==> config.mk <==
export PLATFORM = sky130hd
export DESIGN_NAME = mod_counter
export DESIGN_NICKNAME = d
export VERILOG_FILES = /design/src/rtl/mod_counter_pkg.sv /design/src/rtl/mod_counter_next.sv /design/src/rtl/mod_counter.sv
export SDC_FILE = /design/constraint.sdc
export NUM_CORES = 1
export LEC_CHECK = 0
export CAP_MARGIN = 20
export CORE_AREA = 2 2 39 41
export DETAILED_ROUTE_END_ITERATION = 6
export DIE_AREA = 0 0 41 43
export GPL_TIMING_DRIVEN = 0
export MAX_ROUTING_LAYER = met4
export PLACE_DENSITY = 0.65
export SYNTH_ARGS = -nofsm -noshare
export SYNTH_HDL_FRONTEND = slang
export SYNTH_HIERARCHICAL = 1
export SYNTH_SLANG_ARGS = --single-unit
==> constraint.sdc <==
create_clock -name CLK -period 1.49 [get_ports CLK]
set_input_delay 0.149 -clock CLK [delete_from_list [all_inputs] [get_ports CLK]]
set_output_delay 0.149 -clock CLK [all_outputs]
set_load 0.01 [all_outputs]
==> src/rtl/mod_counter_pkg.sv <==
// mod_counter_pkg: shared types and helpers for the modulo-N counter.
// Configuration macro: MOD_COUNTER_DIR_EN (enables down counting in users of this package).
package mod_counter_pkg;

  // Per-edge command after priority resolution (CLR > LOAD > EN > hold).
  typedef enum logic [1:0] {
    CMD_HOLD = 2'd0,
    CMD_CLR  = 2'd1,
    CMD_LOAD = 2'd2,
    CMD_STEP = 2'd3
  } cmd_e;

  // Resolve the synchronous controls into a single command.
  function automatic cmd_e decode_cmd(input logic clr, input logic load, input logic en);
    if (clr)       return CMD_CLR;
    else if (load) return CMD_LOAD;
    else if (en)   return CMD_STEP;
    else           return CMD_HOLD;
  endfunction

  // Out-of-range loads clamp to the top of the count range.
  function automatic logic [31:0] sat_load(input logic [31:0] val, input logic [31:0] modulus);
    return (val >= modulus) ? (modulus - 32'd1) : val;
  endfunction

  // Legal configurations: 2 <= MODULUS <= 2**WIDTH, RESET_VALUE inside the range.
  function automatic bit params_ok(input int width, input int modulus, input int reset_value);
    return (width >= 1) && (width <= 31) && (modulus >= 2) &&
           (modulus <= (1 << width)) && (reset_value >= 0) && (reset_value < modulus);
  endfunction

endpackage

==> src/rtl/mod_counter_next.sv <==
// mod_counter_next: combinational next count and wrap flag for mod_counter.
// Configuration macro: MOD_COUNTER_DIR_EN (adds the down-count path; otherwise up only).
module mod_counter_next
  import mod_counter_pkg::*;
#(
  parameter int WIDTH   = 4,
  parameter int MODULUS = 10
) (
  input  logic [WIDTH-1:0] cur,
  input  cmd_e             cmd,
  input  logic             up,
  input  logic [WIDTH-1:0] load_val,
  output logic [WIDTH-1:0] nxt,
  output logic             wrap
);

  // Explicit top-of-range compare, so MODULUS == 2**WIDTH behaves like any other modulus.
  localparam logic [WIDTH-1:0] MAX = WIDTH'(MODULUS - 1);

`ifndef MOD_COUNTER_DIR_EN
  // Direction input is kept for pin compatibility but has no effect.
  logic unused_up;
  assign unused_up = up;
`endif

  // Next-state arithmetic for the resolved command; wrap only on a counting rollover.
  always_comb begin
    nxt  = cur;
    wrap = 1'b0;
    unique case (cmd)
      CMD_CLR:  nxt = '0;
      CMD_LOAD: nxt = WIDTH'(sat_load(32'(load_val), 32'(MODULUS)));
      CMD_STEP: begin
`ifdef MOD_COUNTER_DIR_EN
        if (!up) begin
          if (cur == '0) begin
            nxt  = MAX;
            wrap = 1'b1;
          end else begin
            nxt = cur - WIDTH'(1);
          end
        end else
`endif
        if (cur == MAX) begin
          nxt  = '0;
          wrap = 1'b1;
        end else begin
          nxt = cur + WIDTH'(1);
        end
      end
      default: ;
    endcase
  end

endmodule

==> src/rtl/mod_counter.sv <==
// mod_counter: parametrised modulo-N counter with enable, load, clear and cascade TC.
// Configuration macro: MOD_COUNTER_DIR_EN (UP selects direction; undefined = up only).
module mod_counter
  import mod_counter_pkg::*;
#(
  parameter int WIDTH       = 4,
  parameter int MODULUS     = 10,
  parameter int RESET_VALUE = 0
) (
  input  logic             CLK,
  input  logic             RESET_N,
  input  logic             CLR,
  input  logic             LOAD,
  input  logic [WIDTH-1:0] LOAD_VAL,
  input  logic             EN,
  input  logic             UP,
  output logic [WIDTH-1:0] OUT,
  output logic             TC,
  output logic             WRAP
);

  if (!params_ok(WIDTH, MODULUS, RESET_VALUE)) begin : g_bad_params
    $fatal(1, "mod_counter: illegal WIDTH/MODULUS/RESET_VALUE combination");
  end

  localparam logic [WIDTH-1:0] MAX     = WIDTH'(MODULUS - 1);
  localparam logic [WIDTH-1:0] RST_VAL = WIDTH'(RESET_VALUE);

  cmd_e             cmd;
  logic [WIDTH-1:0] nxt;
  logic             nxt_wrap;
  logic             at_term;

  assign cmd = decode_cmd(CLR, LOAD, EN);

  mod_counter_next #(
    .WIDTH   (WIDTH),
    .MODULUS (MODULUS)
  ) u_next (
    .cur      (OUT),
    .cmd      (cmd),
    .up       (UP),
    .load_val (LOAD_VAL),
    .nxt      (nxt),
    .wrap     (nxt_wrap)
  );

  // Reset asserts asynchronously; the first edge with RESET_N high already counts.
  always_ff @(posedge CLK or negedge RESET_N) begin
    if (!RESET_N) begin
      OUT  <= RST_VAL;
      WRAP <= 1'b0;
    end else begin
      OUT  <= nxt;
      WRAP <= nxt_wrap;
    end
  end

`ifdef MOD_COUNTER_DIR_EN
  assign at_term = UP ? (OUT == MAX) : (OUT == '0);
`else
  assign at_term = (OUT == MAX);
`endif

  // Zero-latency terminal count so a following stage steps on the same edge as the wrap.
  assign TC = EN & ~CLR & ~LOAD & at_term;

endmodule

==> run_results.csv <==
group,metric,value,unit
run_status,status,"completed",
die,dieArea,0.00176,sq mm
timing,finClkSkew,2.62,ps
timing,fin_crit_sh,96.3,%
placement,dp.cells,73,
worst_setup_path,arrival,1290,ps
logic_synthesis,yosysTopAreaCell,"dfrtp_1",
placement,place_area,527,sq um
logic_synthesis,synth-main-ff-cell,"dfrtp_1",
routing,drc,0,
power_and_ir_drop,power_leakage,0.227,nW
power_and_ir_drop,power.total,0.454,mW
timing,hold_viol,0,
logic_synthesis,synth_cell_types,21,
routing,wl_per_cell,11.1,um
routing,postRouteAntennaNets,0,
routing,drt_first_iter_violations,5,
power_and_ir_drop,ir_drop,0.281,mV
clock_network,clk_latency,230,ps
clock_network,numClockSinks,5,
timing,fmax,697,MHz
die,die_x,41,um
global_route,grt_use_total,12.6,%
logic_synthesis,synth.avg_cell_area,8.53,sq um
placement,pre_cts_ws,-265,ps
layout,stdcell_count,78,
timing,whs,129,ps
logic_synthesis,ys_ff_latch,5,
worst_setup_path,ff2ff_path_depth,4,
logic_synthesis,yosysSeqAreaShare,34.1,%
clock_network,clk_pin_slew_worst_paths,40,ps
worst_setup_path,critPathMaxStageDelay,540,ps
timing,setup_viol,0,
die,rows,14,
global_route,overflow,0,
clock_network,clock_path_buffers,2,
worst_setup_path,cp-end-kind,"output pin",
worst_setup_path,path_buf_inv,2,
worst_setup_path,r2r_slack,130,ps
worst_setup_path,crit_slowest_cell,"clkdlybuf4s50_1",
logic_synthesis,async_reset_ff_share,100,%
layout,syn2layout_area_growth,53.6,%
clock_network,htreeDepth,1,
min_path,hp-class,"input port to async pin",
logic_synthesis,synth_top_area_share,34.1,%
timing,maxSlewHeadroom,85.9,%
logic_synthesis,synth-edff-count,0,
logic_synthesis,syn_inst,43,
placement,hpwl,616,um
clock_network,cts_tree,"built",
flow_run,maxCapViolCount,0,
logic_synthesis,synth_commonest_cells,"5 x dfrtp_1, 5 x inv_1, 5 x nor2_1",
die,coreArea,0.00138,sq mm
layout,post-route-cell-area,563,sq um
timing,final-max-slew-violation-count,0,
global_route,grt_pass1_vias,353,
global_route,grt_pass1_wl,1490,um
worst_setup_path,path_class,"flip-flop to output pin",
global_route,antenna_found_initial,0,
logic_synthesis,yosysWarningCount,6,
die,die_h,43,um
placement,gp_congestion,0.837,
timing,finalSetupTns,0,ps
timing,rsz0062_at_grt,"no",
clock_network,hold_buffers,0,
layout,final_nets,75,
worst_setup_path,critPathLaunchType,"flip-flop",
logic_synthesis,synth.area.top_cells,"dfrtp_1 34%, ha_1 6.8%, inv_1 5.1%",
worst_setup_path,r2r_start,"OUT[0]$_DFF_PN0_",
placement,io_buffer_count,14,
logic_synthesis,syn_nets,55,
die,num_io_pins,16,
timing,max_slew.worst_pin.slew,211,ps
worst_setup_path,crit_required,1340,ps
clock_network,clockRootBuffer,"clkbuf_4",
routing,firstDrtPassIters,4,
timing,min_period,1430,ps
logic_synthesis,synth_area,367,sq um
layout,drive_gt1_share,17.7,%
routing,drt_wl_total,869,um
clock_network,cts_buffers,3,
worst_setup_path,crit_fanout,7,
routing,vias,383,
worst_setup_path,cp_top_family,"buffers and inverters",
timing,final.setup.worst_slack,55.5,ps
die,start_util,26.5,%
worst_setup_path,cp_cell_sequence,"buf_4, clkdlybuf4s50_1",
layout,fillers,143,
layout,finish.utilization,40.7,%
global_route,grt_max_degree,9,
routing,vias_per_cell,4.91,
power_and_ir_drop,power_density,805,mW/mm^2
worst_setup_path,r2r_end,"OUT[0]$_DFF_PN0_",
layout,num_antenna_cells,0,
## how the worst max path moves through the flow
stage,startpoint,end,slack (ps),depth (start not counted)
3_3_place_gp,LOAD,TC,-280,4
5_1_grt,OUT[2]$_DFF_PN0_,OUT[2],3,2
6_report,OUT[2]$_DFF_PN0_,OUT[2],60,2
3_5_place_dp,LOAD,TC,-270,4
4_1_cts,OUT[0]$_DFF_PN0_,OUT[0],30,1
2_1_floorplan,OUT[1]$_DFF_PN0_,OUT[0]$_DFF_PN0_,180,5
## per-layer routing
layer | up-vias | GRT usage (%) | part of all wire (%)
met4 | 0 | 6.00 | 0
met5 | - | - | 0
li1 | 193 | - | -
met3 | 0 | 1.57 | 5.9
met1 | 177 | 18.1 | 45
met2 | 13 | 17.2 | 49
## kinds of logic after synthesis
group,Yosys count,share of synthesized area (%)
compound gates,10,18.1
buf+inv,5,5.12
fa+ha+maj,2,6.82
simple gates,20,33.1
mux,1,2.73
flops,5,34.1
## cell usage in the layout (no fill, tap or decap), types with 2 or more instances in the layout
master           netlist  final
clkdlybuf4s50_1        0     13
inv_1                  5      5
dfrtp_2                0      4
nor2_1                 5      4
nand2_1                4      4
clkbuf_4               0      3
nand3_1                3      3
o21ai_0                3      3
a32oi_1                2      2
nand3b_1               2      2
ha_1                   2      2
## report_power, final
| part | switching (mW) | internal, mW |
|---|---|---|
| Sequential | 0.0234 | 0.151 |
| Clock | 0.0482 | 0.101 |
| Combinational | 0.0558 | 0.0744 |
## final cells by class
type                    instances  area [sq um]  share of cell area [%]
multi-input cells              33           225                    40.0
repair buffers                 15           143                    25.3
well taps                      16          20.0                    3.56
flip-flops and latches          5           130                    23.1
clock buffers                   4          26.3                    4.67
inverters                       5          18.8                    3.33
## worst reg2reg max path, cell delays in order (launching register included)
cell,delay (ps)
dfrtp_2,450
ha_1,250
nand3b_1,150
or3b_1,350
nand3_1,80
## flip-flops by register name, indices dropped and copies added, names as in the netlist
register / flops
OUT: 4
WRAP: 1
## repair_timing
action | in CTS | in global routing
buffers inserted | 1 | 0
resized for setup | 5 | 4
setup endpoints to repair | 1 | 5
Power figures use the tool's default switching activity.
==> RTL change 1, RTL diff (same flow settings) <==
Register the output `WRAP` once more, without a reset; this adds one clock of latency there. The other outputs are not delayed to match.
--- a/src/rtl/mod_counter.sv
+++ b/src/rtl/mod_counter.sv
@@ -19,4 +19,6 @@
   output logic             WRAP
 );
+
+  logic WRAP_s0;
 
   if (!params_ok(WIDTH, MODULUS, RESET_VALUE)) begin : g_bad_params
@@ -50,8 +52,8 @@
     if (!RESET_N) begin
       OUT  <= RST_VAL;
-      WRAP <= 1'b0;
+      WRAP_s0 <= 1'b0;
     end else begin
       OUT  <= nxt;
-      WRAP <= nxt_wrap;
+      WRAP_s0 <= nxt_wrap;
     end
   end
@@ -66,4 +68,8 @@
   assign TC = EN & ~CLR & ~LOAD & at_term;
 
+  always_ff @(posedge CLK) begin
+    WRAP <= WRAP_s0;
+  end
+
 endmodule
 
Formal check against the unedited RTL: not equivalent (Yosys sat finds a counterexample within 4 cycles, from zero or initial values and one cycle with RESET_N low).
==> RTL change 1 against the original RTL <==
- setup slack got worse by 0.0095 ns
- worst hold slack got worse by 0.015 ns
- cell area rose by 4.4%
- sequential cell count rose by 1
- utilization rose by 1.8 points
- via count rose by 4.2%
- synthesized area rose by 5.5%
- total power rose by 8.4%
- routed wire length rose by 6.8%
- sequential power rose by 14%
==> RTL change 1: results (changes against the original RTL) <==
- Status: completed
- Place WS: -0.277 ns (-0.0116 ns)
- Initial antenna violation count: 0 (unchanged)
- Slew headroom: 84.0% (-1.8 points)
- Sequential fraction of the synthesis area: 37.5% (+3.4 points)
- Wire length on met3: 44 µm (-14%)
- Asr flop ratio synth: 83.3% (-17 points)
- GRT met3 Usage: 1.57% (unchanged)
- Synth Area in Adders: 6.47% (-0.35 points)
- Net Sw Frac: 27.9% (-0.20 points)
- Final net count: 77 (+2.7%)
- Largest regs: OUT x4, WRAP x1, WRAP_s0 x1
- Leakage: 0.000244 µW (+7.1%)
- Met1 track demand over resource: 18.1% (-0.028 points)
- Syn Nets: 56 (+1.8%)
- Synth unique cells: 22 (+4.8%)
- Vias in the first global route: 345 (-2.3%)
- DRT iter0 DRCs: 4 (-1)
- RePlAce Congestion: 0.763 (-8.8%)
- Flip-flop and latch power: 199 µW (+14%)
- Crit Path Max Fanout: 8 (+1)
- Post-Syn Area per Cell: 8.79 µm² (+3.1%)
- Min cycle time layout: 1.44 ns (+0.00947 ns)
- Final WL: 928 µm (+6.8%)
- Clock Power: 159 µW (+7%)
- Via Count: 399 (+4.2%)
- Worst VDD drop: 225 µV (-20%)
- Area contributors post-synth: dfrtp_1 32%, ha_1 6.5%, dfxtp_1 5.2%
- Pre-Repair DR Iteration Count: 3 (-1)
- Placed cells: 74 (+1.4%)
- First-pass GRT wire length: 1460 µm (-1.9%)
- Layout cells sized above 1: 15.6% (-2.1 points)
- Final hold slack: 0.114 ns (-0.0151 ns)
- Finished Core Util: 42.5% (+1.8 points)
- Post-DP Area: 547 µm² (+3.8%)
- TritonCTS Buffers: 3 (unchanged)
- Clock slew at reported path FFs: approximately 0.050 ns
- Sw Pwr: 137 µW (+7.7%)
- Met2 WL: 411 µm (-4.2%)
- Setup Fix Bufs, Post-CTS: 2 (+1)
- Top post-synthesis cells by count: 5 x dfrtp_1, 5 x inv_1, 5 x nor2_1, 4 x nand2_1
- Mux cell area share after synthesis: 2.59% (-0.14 points)
- R2r setup slk: 0.11 ns (-0.02 ns)
- Cell family with most CP delay: buffers and inverters
- Final Skew: 0.0113 ns (+0.00870 ns)
- Max incr delay on CP: 0.58 ns (+0.04 ns)
- Synth Area in Compound Gates: 17.2% (-0.94 points)
- Worst r2r path cells: 5 (+1)
- Total Routing Usage GR: 12.5% (-0.18 points)
- Hpwl dp: 664 µm (+7.7%)
- Slew Viols, Final: 0 (unchanged)
- Slowest cell on crit path: clkdlybuf4s50_1
- Top reg by flops: OUT
- Met2 Use GR: 16.6% (-0.63 points)
- Met1 Wirelength: 472 µm (+22%)
- WL/cell: 11.6 µm (+4.1%)
- Synth Flop Type: dfrtp_1
- Port bufs: 14 (unchanged)
[RTL change 1: cell types whose count changed after synthesis, sizes merged]
cell,unedited run,this run
dfxtp,0,1
[RTL change 1: layout make-up]
| class | count | area, µm² |
|---|---|---|
| Clock buffer | 4 | 26.3 |
| Fill cell | 152 | 796 |
| Inverter | 5 | 18.8 |
| Multi-Input combinational cell | 33 | 225 |
| Sequential cell | 6 | 148 |
| Tap cell | 16 | 20.0 |
| Timing Repair Buffer | 16 | 150 |
[RTL change 1: cell families (layout without fill, tap and decap cells)]
logic type | count (synthesis) | count (layout)
compound gates | 10 | 10
mux | 1 | 1
buf+inv | 5 | 25
fa+ha+maj | 2 | 2
simple gates | 20 | 20
flops | 6 | 6
[RTL change 1: final timing paths]
kind	start	to
setup / recovery	OUT[3]	OUT[3]
hold / removal	RESET_N	OUT[3]
setup reg to reg	OUT[1]	OUT[0]
hold reg to reg	WRAP_s0	WRAP
max in group asynchronous	RESET_N	OUT[0]
min in group CLK	WRAP_s0	WRAP
==> RTL change 2, RTL diff (same settings) <==
Made on the original files. `WIDTH` is set to 4 in 2 places; all go to 6.
--- a/src/rtl/mod_counter_next.sv
+++ b/src/rtl/mod_counter_next.sv
@@ -4,5 +4,5 @@
   import mod_counter_pkg::*;
 #(
-  parameter int WIDTH   = 4,
+  parameter int WIDTH   = 6,
   parameter int MODULUS = 10
 ) (
--- a/src/rtl/mod_counter.sv
+++ b/src/rtl/mod_counter.sv
@@ -4,5 +4,5 @@
   import mod_counter_pkg::*;
 #(
-  parameter int WIDTH       = 4,
+  parameter int WIDTH       = 6,
   parameter int MODULUS     = 10,
   parameter int RESET_VALUE = 0
Ports: changed (resized LOAD_VAL and OUT); port bits go from 16 to 20. The function was not compared with the original's and may differ.
==> RTL change 2 against the original RTL <==
- the run now ends with setup timing left
- cell area is 37% higher
- sequential power grew 30%
- total power rose by 18%
- maximum frequency fell by 11%
- routed wire length is 48% higher
- sequential cell count is 2 higher
- synthesized cell count increased by 23%
- cell count is 19% higher
- global-route usage grew 4.0 points
- via count increased by 35%
- combinational power is 10% higher
- utilization increased by 15 points
- setup slack got worse by 0.17 ns
- synthesized area is 36% higher
- critical path type unchanged
- largest cell class unchanged
==> RTL change 2: results (changes against the original RTL) <==
- Status: finished, violations left
- Violated checks: setup timing
- Final Skew: 0.00284 ns (+0.000215 ns)
- Total Routing Usage GR: 16.7% (+4.0 points)
- Port bufs: 18 (+4)
- Met2 Use GR: 25.3% (+8.1 points)
- Final net count: 92 (+23%)
- Met1 track demand over resource: 21.4% (+3.3 points)
- Setup Fix Bufs, Post-CTS: 2 (+1)
- Met1 Wirelength: 568 µm (+46%)
- Synth Instances: 53 (+23%)
- Final WL: 1290 µm (+48%)
- Syn Nets: 67 (+22%)
- Vias per inst: 5.56 (+13%)
- Post-CTS sizing: 8 (+3)
- Vias in the first global route: 461 (+31%)
- Final Setup Violations: 1 (+1)
- Hpwl dp: 884 µm (+43%)
- Pin count of the biggest net entering global routing: 11 (+2)
- GRT met3 Usage: 6.28% (+4.7 points)
- Wire length on met3: 45 µm (-12%)
- RePlAce Congestion: 0.766 (-8.4%)
- CP arrival: 1.45 ns (+0.16 ns)
- DRT iter0 DRCs: 13 (+8)
- Post-DP Area: 699 µm² (+33%)
- Area contributors post-synth: dfrtp_1 35%, ha_1 5.0%, nand2b_1 3.8%
- Slew headroom: 77.6% (-8.2 points)
- Via Count: 517 (+35%)
- Fin worst setup slack: -0.113 ns (-0.169 ns)
-- RTL change 2: changes by cell type after synthesis, moves of 2 or more --
cell	before	now
o31ai_1	0	2
inv_1	5	2
dfrtp_1	5	7
nor3_1	0	2
nand2b_1	0	3
a32oi_1	2	0
xor2_1	0	2
-- RTL change 2: worst paths after layout --
kind,from,cells past startpoint,slack [ns],endpoint
min in group CLK,EN,5,0.45,OUT[1]
worst max register to register,OUT[4],4,0.20,OUT[3]
worst min-delay path,RESET_N,1,0.16,OUT[5]
worst min register to register,OUT[0],1,0.56,OUT[0]
worst max-delay path,OUT[4],3,-0.11,TC
max in group asynchronous,RESET_N,1,1.07,OUT[3]
-- RTL change 2: area by class of cell --
cell class / count / area (µm²)
multi-input cells: 42 / 324
inverters: 2 / 7.51
well taps: 16 / 20.0
clock buffers: 4 / 26.3
repair buffers: 20 / 193
fillers: 128 / 614
flip-flops and latches: 7 / 180
plain buffers: 2 / 18.8
-- RTL change 2: kinds of logic (layout without fill, tap and decap cells) --
| family | after synthesis | count (layout) | share of synthesized area [%] |
|---|---|---|---|
| adder cells (fa/ha/maj) | 2 | 2 | 5.01 |
| AND/OR/NAND/NOR | 27 | 27 | 36.6 |
| flip-flops | 7 | 7 | 35.1 |
| XOR/XNOR | 2 | 2 | 3.51 |
| buffers and inverters | 4 | 28 | 4.01 |
| AO/OA/AOI/OAI | 11 | 11 | 15.8 |
-- RTL change 2: report_power, final --
part / internal, µW / switching, µW
combinational: 81.2 / 61.8
clock: 102 / 64.1
sequential: 204 / 22.6
total: 387 / 148
-- RTL change 2: critical path, stage by stage, from the launching register on --
cell and delay (ns):
dfrtp_2 0.41, or4b_4 0.51, nor4_2 0.12, buf_2 0.16
